### src/rtl/in_unit8_pkg.sv
// in_unit8_pkg: shared state encoding and entry limits for the decimal entry unit
package in_unit8_pkg;
  typedef enum logic [1:0] {EMPTY, ENTRY, DONE, ERROR} state_t;
  localparam int MAX_DIGITS = 3;
  localparam int MAX_VALUE = 255;
endpackage

### src/rtl/in_unit8_key_debounce.sv
// key_debounce: synchronises and debounces an active-low key, pulsing once per accepted press
module key_debounce #(
  parameter int DEBOUNCE_CYCLES = 250000
) (
  input  logic clock,
  input  logic reset,
  input  logic key_n_i,
  output logic press_o
);
  localparam int CW = $clog2(DEBOUNCE_CYCLES);
  logic s1_q, s2_q, stable_q, press_q, flip;
  logic [CW-1:0] cnt_q;
  assign flip = (s2_q != stable_q) && (cnt_q == CW'(DEBOUNCE_CYCLES - 1));
  assign press_o = press_q;
  // sync, count consecutive differing samples, and register the falling-edge pulse with the flip
  always_ff @(posedge clock) begin
    if (reset) begin
      s1_q <= 1'b1;
      s2_q <= 1'b1;
      stable_q <= 1'b1;
      cnt_q <= '0;
      press_q <= 1'b0;
    end else begin
      s1_q <= key_n_i;
      s2_q <= s1_q;
      cnt_q <= (s2_q == stable_q || flip) ? '0 : cnt_q + 1'b1;
      stable_q <= flip ? s2_q : stable_q;
      press_q <= flip && !s2_q;
    end
  end
endmodule

### src/rtl/in_unit8.sv
// in_unit8: debounced key FSM accumulating BCD digits into an 8-bit operand
module in_unit8
  import in_unit8_pkg::*;
#(
  parameter int DEBOUNCE_CYCLES = 250000
) (
  input  logic       clock,
  input  logic       reset,
  input  logic [3:0] digit,
  input  logic       key_enter_n,
  input  logic       key_clear_n,
  input  logic       key_done_n,
  output logic [7:0] value,
  output logic       value_valid,
  output logic       overflow,
  output logic [1:0] digit_count
);
  state_t state_q, state_d;
  logic [7:0] value_q, value_d;
  logic [1:0] count_q, count_d;
  logic ovf_q, ovf_d, valid_q, valid_d;
  logic clr, done, ent, ent_ok, start, append, fits, go_done;
  logic [11:0] v12, sum;
  key_debounce #(.DEBOUNCE_CYCLES(DEBOUNCE_CYCLES)) u_ent (.clock(clock), .reset(reset), .key_n_i(key_enter_n), .press_o(ent));
  key_debounce #(.DEBOUNCE_CYCLES(DEBOUNCE_CYCLES)) u_clr (.clock(clock), .reset(reset), .key_n_i(key_clear_n), .press_o(clr));
  key_debounce #(.DEBOUNCE_CYCLES(DEBOUNCE_CYCLES)) u_done (.clock(clock), .reset(reset), .key_n_i(key_done_n), .press_o(done));
  assign v12 = {4'b0, value_q};
  assign sum = (v12 << 3) + (v12 << 1) + {8'b0, digit};
  assign ent_ok = ent && digit <= 4'd9;
  assign start = ent_ok && (state_q == EMPTY || state_q == DONE);
  assign append = ent_ok && state_q == ENTRY && count_q != 2'(MAX_DIGITS);
  assign fits = sum <= 12'(MAX_VALUE);
  assign go_done = done && state_q == ENTRY;
  // state register
  always_ff @(posedge clock) begin
    if (reset) state_q <= EMPTY;
    else state_q <= state_d;
  end
  // next state: clear beats done beats enter; losers are dropped
  always_comb begin
    state_d = clr ? EMPTY :
              done ? (go_done ? DONE : state_q) :
              start ? ENTRY :
              (append && !fits) ? ERROR : state_q;
  end
  // next values of the registered outputs
  always_comb begin
    value_d = clr ? 8'd0 : done ? value_q : start ? {4'b0, digit} : (append && fits) ? sum[7:0] : value_q;
    count_d = clr ? 2'd0 : done ? count_q : start ? 2'd1 : (append && fits) ? count_q + 2'd1 : count_q;
    ovf_d = clr ? 1'b0 : (!done && append && !fits) ? 1'b1 : ovf_q;
    valid_d = !clr && go_done;
  end
  // output registers
  always_ff @(posedge clock) begin
    if (reset) begin
      value_q <= '0;
      count_q <= '0;
      ovf_q <= 1'b0;
      valid_q <= 1'b0;
    end else begin
      value_q <= value_d;
      count_q <= count_d;
      ovf_q <= ovf_d;
      valid_q <= valid_d;
    end
  end
  assign value = value_q;
  assign digit_count = count_q;
  assign overflow = ovf_q;
  assign value_valid = valid_q;
endmodule

### config.mk
export PLATFORM = sky130hd
export DESIGN_NAME = in_unit8
export DESIGN_NICKNAME = d
export VERILOG_FILES = /design/src/rtl/in_unit8_pkg.sv /design/src/rtl/in_unit8_key_debounce.sv /design/src/rtl/in_unit8.sv
export SDC_FILE = /design/constraint.sdc
export NUM_CORES = 1
export LEC_CHECK = 0
export ABC_AREA = 0
export ABC_CLOCK_PERIOD_IN_PS = 6100
export BUFFER_PORTS_ARGS = -buffer_cell sky130_fd_sc_hd__buf_2
export CAP_MARGIN = 0
export CORE_ASPECT_RATIO = 0.7
export CORE_UTILIZATION = 45
export CTS_BUF_LIST = sky130_fd_sc_hd__clkbuf_8
export CTS_CLUSTER_SIZE = 20
export DETAILED_ROUTE_END_ITERATION = 8
export PLACE_DENSITY_LB_ADDON = 0.12
export SYNTH_ARGS = -nofsm -noshare
export SYNTH_HDL_FRONTEND = slang
export SYNTH_HIERARCHICAL = 1
export SYNTH_SLANG_ARGS = --single-unit
### constraint.sdc
create_clock -name clock -period 6.1 [get_ports clock]
set_input_delay 1.22 -clock clock [delete_from_list [all_inputs] [get_ports clock]]
set_output_delay 1.22 -clock clock [all_outputs]
set_load 0.05 [all_outputs]
==> impl_metrics.ini <==
[logic_synthesis]
syn-num-nets = 482
synth_mux_area_share_pct = 2.10
syn-instance-count = 452
synth_top_family_by_area = simple AND/OR/NAND/NOR gates
synth_area_leaders = dfxtp_1, xnor2_1, nor2_1, ha_1, nor4_2
synth_cell_types = 55
synth_seq_cells = 80
syn_area_mm2 = 0.00430
synth_commonest_cells = dfxtp_1, nor2_1, xnor2_1
ys_warn_count = 6
synth_top_area_cell = dfxtp_1
synth_simple_gate_area_share_pct = 31.2
yosys.area_share.adder_pct = 6.46
synth_compound_area_share_pct = 8.93
synth_edf_count = 0
syn_area_per_cell_um2 = 9.51
ys.flop_type = dfxtp_1
async_flop_share_pct = 0
yosysSeqAreaShare_pct = 37.3
yosysMostFrequentCell = dfxtp_1
synth-xor-area-share_pct = 10.4
synth_top_area_share_pct = 37.3

[global_route]
grt_usage_pct = 18.2
grt_pass1_vias = 3039
grt_max_degree = 18
grt.overflow.total = 0
grt_first_pass_wirelength_mm = 14.5
grt_antenna_before_repair = 0

[sta]
setup_slack_ps = 2230
worst_pin_slew_ps = 501
finalSetupTns_ps = 0
clock.fmax_mhz = 259
fin_crit_sh_pct = 63.4
rsz0062_at_grt = no
fin_skew_ps = 10.6
slew_headroom_pct = 66.5
slew_viol_final = 0
hold_viol_final = 0
setup-violations-final = 0
final.min_clock_period_ps = 3870

[routing]
viasPerCell = 5.24
dr_total_vias = 3155
drt_wl_total_mm = 8.28
drtIter0Drc = 188
top_layer = met4
drc = 0
wl_met2_mm = 3.31
routed-wl-met3_um = 361
avgRoutedWirePerCell_um = 13.7
dr.pass1.iters = 4
met1_length_mm = 4.51
ant_nets = 0

[cts]
cts_buffer_depth = 2
clockRootBuffer = clkbuf_8
cts_resized = 0
cts.sinks = 80
cts_tree = built
path_clk_slew_ps = 80
post_cts_buffers = 0
cts_inserted_buffers = 9
clkLatencyLatePin_ps = 360
cts_max_level = 3
hold_buffers = 0

[placement]
hpwl_mm = 5.99
dpl.cell_count = 586
dp_slack_ps = 1850
place_congestion = 0.794
numPortBuffers = 20

[run]
max_cap_violations = 0

[critical_path]
critPathLaunchType = input pin
worstPathArrival_ps = 4140
worstSetupPathType = in2reg
r2r-start = value[0]
critPathRequiredTime_ps = 6370
r2r_setup_slack_ps = 2730
worst-path-max-fanout = 10
crit_start = digit[3]
cp-end-kind = flop

[final_layout]
diodes = 0
syn2layout_area_growth_pct = 8.70
fill_cells = 854
num-nets-final = 503
layout-drive-gt1-share_pct = 20.5
stdcell_count = 602
final_util_pct = 50.9

[status]
status = finished clean

[die]
die_h_um = 83.8
dieWidth_um = 119
die_area_mm2 = 0.00995
ios = 21
coreArea_mm2 = 0.00918
rows = 29
start_util_pct = 46.8

[power_and_ir_drop]
p_total_mw = 0.934
vdd_ir_drop_max_v = 0.000109
cellLeakagePower_nw = 1.65
p_per_area_mw_per_mm2 = 200

[min_path]
hold_start = u_done/s1_q
hp-class = reg2reg
[stage by stage]
stage	hold slack (ps)	area, µm²
global route	435	4670
CTS	420	4670
floorplan	389	4300
finish	417	4670
detailed placement	399	4480
global placement	392	4480
[flip-flops by register name (all words and copies together) (netlist names), 2 cells and up]
name          cells
digit_count       2
state_q           2
u_done/cnt_q     18
u_clr/cnt_q      18
u_ent/cnt_q      18
value             8
[path summary, 6_finish.rpt]
path,end,depth (start not counted)
hold / removal,u_done/s2_q,1
hold reg to reg,u_done/s2_q,1
setup reg to reg,value[2],10
setup / recovery,value[2],11
[cell usage in the layout, fill, tap and decap left out, types with 8 or more instances in the layout]
cell,Yosys,routed
xnor2_1,43,43
and3_1,10,10
mux2i_1,9,9
or2_2,8,8
ha_1,19,19
dfxtp_1,80,80
nor2_1,74,74
buf_2,0,20
nor4_2,15,15
clkbuf_8,0,10
a21oi_1,16,16
inv_1,21,22
nand2_1,27,27
nand3_1,22,22
[critical path: stages]
cell and delay (ps):
buf_2 110, inv_1 50, fa_1 520, inv_1 50, ha_1 310, a211o_1 300
a2111oi_2 370, mux2i_1 340, o2111a_1 530, nor3_1 90, a211oi_1 240
[where the power goes]
part,internal [mW],switching (mW)
Clock,0.198,0.193
Sequential,0.524,0.00170
Combinational,0.00626,0.0108
[cell families after synthesis]
group           Yosys count
xor+xnor                 50
simple gates            212
fa+ha+maj                21
buf+inv                  31
flops                    80
compound gates           49
mux                       9
[final cells by class]
cell class / instances / area [µm²] / area share [%]
multi-input combinational: 341 / 2540 / 54.4
sequential: 80 / 1600 / 34.3
tap: 124 / 155 / 3.32
clock buffer: 10 / 138 / 2.95
timing repair buffer: 20 / 100 / 2.14
inverter: 21 / 78.8 / 1.69
clock inverter: 6 / 60.1 / 1.29
[per-layer routing]
metal	GRT usage (%)	vias to the layer above
li1	-	1631
met1	26.0	1471
met4	4.49	0
met5	0	-
met2	25.8	44
met3	6.28	9
Power figures use the tool's default switching activity.
